==> src/rtl/interlock_abc_pkg.sv <==
// Shared constants and ring-index helper for the eight-station interlock.
package interlock_abc_pkg;

    localparam int unsigned NUM_STATIONS = 8;
    localparam int unsigned IDX_W        = 3;

    typedef enum logic [IDX_W-1:0] {
        ST_A = 3'd0,
        ST_B = 3'd1,
        ST_C = 3'd2,
        ST_D = 3'd3,
        ST_E = 3'd4,
        ST_F = 3'd5,
        ST_G = 3'd6,
        ST_H = 3'd7
    } station_e;

    function automatic logic [IDX_W-1:0] next_station(input logic [IDX_W-1:0] idx);
        return (idx == IDX_W'(NUM_STATIONS - 1)) ? '0 : idx + IDX_W'(1);
    endfunction

endpackage

==> src/rtl/interlock_abc_cell.sv <==
// Per-station grant cell: computes the station's next grant from local and fed-back grants.
module interlock_cell
    import interlock_abc_pkg::*;
(
    input  logic                    req,
    input  logic                    own,
    input  logic [NUM_STATIONS-2:0] others,
    input  logic                    win,
    input  logic                    limit,
    output logic                    grant_next
);

    logic acquire;
    logic keep;

    assign acquire    = req & ~(|others) & win;
    assign keep       = own & req & ~limit;
    assign grant_next = acquire | keep;

endmodule

==> src/rtl/interlock_abc.sv <==
// Eight-station ring interlock: round-robin grant with mandatory release gap and optional hold limit.
module interlock_abc
    import interlock_abc_pkg::*;
#(
    parameter int unsigned HOLD_MAX = 0
) (
    input  logic clk,
    input  logic rst,
    input  logic i_A,
    input  logic i_B,
    input  logic i_C,
    input  logic i_D,
    input  logic i_E,
    input  logic i_F,
    input  logic i_G,
    input  logic i_H,
    output logic o_A,
    output logic o_B,
    output logic o_C,
    output logic o_D,
    output logic o_E,
    output logic o_F,
    output logic o_G,
    output logic o_H,
    output logic o_busy
);

    localparam int unsigned CW = (HOLD_MAX < 2) ? 1 : $clog2(HOLD_MAX + 1);
    localparam logic [CW-1:0] HOLD_LIM = CW'(HOLD_MAX);

    logic [NUM_STATIONS-1:0] req;
    logic [NUM_STATIONS-1:0] g;
    logic [NUM_STATIONS-1:0] g_next;
    logic [NUM_STATIONS-1:0] win;
    logic [IDX_W-1:0]        ptr;
    logic [IDX_W-1:0]        ptr_next;
    logic [IDX_W-1:0]        idx;
    logic                    found;
    logic [CW-1:0]           hold_cnt;
    logic [CW-1:0]           hold_cnt_next;
    logic                    limit;

    assign req = {i_H, i_G, i_F, i_E, i_D, i_C, i_B, i_A};

    // Round-robin search from ptr+1; strobes are suppressed while any grant is held.
    always_comb begin
        win      = '0;
        ptr_next = ptr;
        found    = 1'b0;
        idx      = next_station(ptr);
        for (int unsigned k = 0; k < NUM_STATIONS; k++) begin
            if (!found && req[idx]) begin
                win[idx] = 1'b1;
                ptr_next = idx;
                found    = 1'b1;
            end
            idx = next_station(idx);
        end
        if (g != '0) begin
            win      = '0;
            ptr_next = ptr;
        end
    end

    assign limit = (HOLD_MAX != 0) && (hold_cnt == HOLD_LIM);

    for (genvar i = 0; i < NUM_STATIONS; i++) begin : g_cell
        logic [NUM_STATIONS-2:0] others;
        for (genvar j = 0; j < NUM_STATIONS - 1; j++) begin : g_fb
            assign others[j] = g[(j < i) ? j : j + 1];
        end
        interlock_cell u_cell (
            .req        (req[i]),
            .own        (g[i]),
            .others     (others),
            .win        (win[i]),
            .limit      (limit),
            .grant_next (g_next[i])
        );
    end

    // hold_cnt is zero exactly when no grant is set, so it counts cycles of the current grant.
    assign hold_cnt_next = (g_next != '0) ? hold_cnt + CW'(1) : '0;

    always_ff @(posedge clk or posedge rst) begin
        if (rst) begin
            g        <= '0;
            ptr      <= ST_H;
            hold_cnt <= '0;
        end else begin
            g        <= g_next;
            ptr      <= ptr_next;
            hold_cnt <= hold_cnt_next;
        end
    end

    assign {o_H, o_G, o_F, o_E, o_D, o_C, o_B, o_A} = g;
    assign o_busy = |g;

endmodule

==> config.mk <==
export PLATFORM = sky130hd
export DESIGN_NAME = interlock_abc
export DESIGN_NICKNAME = d
export VERILOG_FILES = /design/src/rtl/interlock_abc_pkg.sv /design/src/rtl/interlock_abc_cell.sv /design/src/rtl/interlock_abc.sv
export SDC_FILE = /design/constraint.sdc
export NUM_CORES = 1
export LEC_CHECK = 0
export CAP_MARGIN = 20
export CORE_AREA = 2 2 94 96
export CTS_BUF_LIST = sky130_fd_sc_hd__clkbuf_16
export DETAILED_ROUTE_END_ITERATION = 12
export DIE_AREA = 0 0 96 98
export PLACE_DENSITY = 0.48
export SLEW_MARGIN = 10
export SYNTH_ARGS = -nofsm -noshare
export SYNTH_HDL_FRONTEND = slang
export SYNTH_SLANG_ARGS = --single-unit
export TNS_END_PERCENT = 100
==> constraint.sdc <==
create_clock -name clk -period 3.64 [get_ports clk]
set_clock_uncertainty 0.2 [all_clocks]
set_input_delay 0.364 -clock clk [delete_from_list [all_inputs] [get_ports clk]]
set_output_delay 0.364 -clock clk [all_outputs]
set_load 0.02 [all_outputs]
==> results.yml <==
critical_path:
  worst-endpoint-required_ns: 3.58
  crit_path_end_kind: "flip-flop"
  r2r_slack_ns: 0.15
  reg2reg_to: "g[5]"
  worst_r2r_startpoint: "ptr[0]"
  ff2ff_path_depth: 11
  critical_path_class: "flip-flop to flip-flop"
  setup.worst_path.start_class: "flip-flop"
  worst_endpoint_data_arrival_time_ns: 3.43
  timing.critical_path.fanout_max: 7
sta:
  rsz_0062_raised_after_global_routing: "true"
  report.final.setup_viol: 0
  final_period_minus_worst_setup_slack_ns: 3.49
  worst_pin_slew_ns: 0.470
  worst_slack_ns: 0.146
  setup_tns_ns: 0
  final_max_slew_viol_count: 0
  final-hold-violation-count: 0
  worst_slew_margin_rel: 0.677
  final.period_utilization: 0.960
  timing.hold.ws_ns: 0.250
  max_freq_mhz: 286
logic_synthesis:
  synthDominantAreaCellType: "mux2i_1"
  ys.warnings.count: 0
  post_synthesis_simple_gate_area_fraction: 0.254
  yosys-mux-area-fraction: 0.202
  avgSynthCellArea_um2: 7.98
  syn-instance-count: 256
  synthXorXnorAreaFrac: 0.0362
  area_fraction_in_compound_gates_after_synthesis: 0.251
  top_area_cells_in_the_synthesized_netlist: "mux2i_1, dfrtp_1, mux4_2"
  synthFlopType: "dfrtp_1"
  adder_cell_fraction_of_synth_area: 0.0429
  synth_seq_cells: 11
  synth_cell_types: 66
  postSynthNetCount: 273
  async_flop_share: 1.00
  yosys.area.top_type_share: 0.103
  synth_edf_count: 0
  synth.yosys.seq_area_share: 0.137
  syn-cell-area_um2: 2040
  synth_top_family_by_area: "simple AND/OR/NAND/NOR gates"
placed_design:
  dpl_worst_slack_ns: 0.0192
  gpl.final_weighted_congestion: 0.862
  dpl.hpwl_mm: 5.92
  port_buffers: 18
global_routing:
  grt_pass1_vias: 2323
  initial_antenna_violation_count: 0
  global_route_wire_length_before_repair_mm: 12.7
  globalRouteOverflowTotal: 0
  grt_max_degree: 25
  total_track_usage: 0.171
cts:
  tritoncts_num_sinks: 11
  cts-buffers-inserted: 3
  clock_tree.htree_level_count: 1
  cts-root-to-sink-buffers: 2
  postCtsHoldBufs: 0
  worst_skew_pair.late_latency_ns: 0.24
  clkSlewWorstSetupHoldPaths_ns: 0.04
  tritoncts_clock_tree: "built"
  clk_root_buffer_cell: "clkbuf_16"
detailed_routing:
  totalWireLength_mm: 8.00
  drt_first_iter_violations: 252
  residual_drc_count: 0
  viasPerCell: 5.81
  routedWlPerCell_um: 19.2
  detailedRoute.firstPassIterationCount: 5
  ant_nets: 0
  route.vias.total: 2421
final_layout:
  final_core_util: 0.340
  ratio_of_cells_with_drive_above_1_in_the_final_layout: 0.314
  layout-area-overhead-vs-synth_pct: 40.8
  diodes: 0
  finish.net_count: 327
hold_path:
  hp-class: "input port to async pin"
die:
  floorplan.initialDensity: 0.241
  rows: 34
  boundaryPins: 19
  design.core.area_um2: 8470
  die_w_um: 96
  fp.dieH_um: 98
  die_area_um2: 9410
run_status:
  outcome: "complete, no violations"
run:
  maxCapViolCount: 0
-- timing repair --
action,4_1_cts,5_1_grt
setup buffers,2,9
resized for setup,2,20
endpoints found under the setup margin,1,11
cloned,0,2
pin swaps,1,8
-- state kept, by name, indices dropped and copies added (netlist names) --
name and count:
ptr 3, g 8
-- how the worst max path moves through the flow --
stage	from	to	depth (start not counted)
finish	ptr[0]	g[5]	11
global route	ptr[0]	g[2]	12
detailed placement	ptr[0]	g[5]	10
floorplan	ptr[0]	g[6]	14
CTS	ptr[0]	g[5]	11
global placement	ptr[0]	g[2]	11
-- through the flow --
stage | cells | area, um^2
6_report | 417 | 2880
5_1_grt | 417 | 2880
4_1_cts | 406 | 2660
3_5_place_dp | 400 | 2550
3_3_place_gp | 400 | 2550
2_1_floorplan | 256 | 2040
-- routing by layer --
layer	global-route usage	wire length [um]	vias up
met4	0.0692	294	0
met3	0.0293	526	22
met5	0	0	-
met2	0.259	3750	119
met1	0.238	3430	1176
li1	-	-	1104
-- synth_stat cells (2+ instances only) --
| master | n |
|---|---|
| o22ai_1 | 3 |
| mux2i_1 | 21 |
| nor4_1 | 3 |
| mux4_2 | 6 |
| o2111ai_1 | 2 |
| dfstp_2 | 3 |
| a21oi_1 | 10 |
| a2111oi_0 | 2 |
| nand4_1 | 6 |
| ha_1 | 7 |
| clkbuf_1 | 10 |
| o31a_1 | 2 |
| nand4b_1 | 2 |
| and2_1 | 3 |
| a31oi_1 | 7 |
| buf_2 | 5 |
| o21ai_0 | 22 |
| o211ai_1 | 5 |
| nor3_1 | 17 |
| inv_1 | 11 |
| nand2_1 | 19 |
| buf_6 | 2 |
| nor2_1 | 14 |
| mux2_2 | 4 |
| a311oi_1 | 3 |
| nand3_1 | 14 |
| xor2_1 | 2 |
| o221ai_1 | 4 |
| buf_4 | 3 |
| dfrtp_1 | 8 |
-- cell families (layout without fill, tap and decap cells) --
kind of cell             count (synthesis)  count (layout)
AO/OA/AOI/OAI                           74              74
adder cells (fa/ha/maj)                  7               7
XOR/XNOR                                 5               5
buffers and inverters                   33              85
AND/OR/NAND/NOR                         94              94
flip-flops                              11              11
multiplexers                            32              33
-- cells in the final DEF, fill, tap and decap left out, types with 2 or more instances in the layout --
cell and instances:
a21oi_1 9, a311oi_1 3, a31oi_1 7, and2_1 3, buf_4 49, clkbuf_16 4
clkdlybuf4s50_1 18, dfrtp_1 8, dfstp_2 3, ha_1 5, ha_4 2, inv_1 11
mux2_2 3, mux2i_1 17, mux2i_2 4, mux2i_4 2, mux4_2 6, nand2_1 19
nand3_1 14, nand4_1 6, nand4b_1 2, nor2_1 13, nor3_1 16, nor4_1 3
o2111ai_1 2, o211ai_1 5, o21ai_0 21, o21ai_1 2, o221ai_1 4, o22ai_1 2
o31a_1 2, xor2_1 2
-- worst max-delay path, cell delays in order, from the launching register on --
cell	delay, ns
dfstp_2	0.39
ha_1	0.20
ha_1	0.26
nor2_4	0.21
mux2_2	0.40
mux4_2	0.58
buf_4	0.20
nor2_2	0.13
nand3_1	0.15
mux2i_1	0.23
o21ai_1	0.15
a311oi_1	0.29
-- area by class of cell --
cell class                      instances  area (um^2)
Clock buffer                            3         75.1
Clock inverter                          1         3.75
Fill cell                             845         5590
Inverter                               12         48.8
Multi-Input combinational cell        213         1740
Sequential cell                        11          279
Tap cell                              108          135
Timing Repair Buffer                   69          593
Power is not shown: default switching activity piles up to over one toggle a cycle in this logic, so the estimate is an artifact.
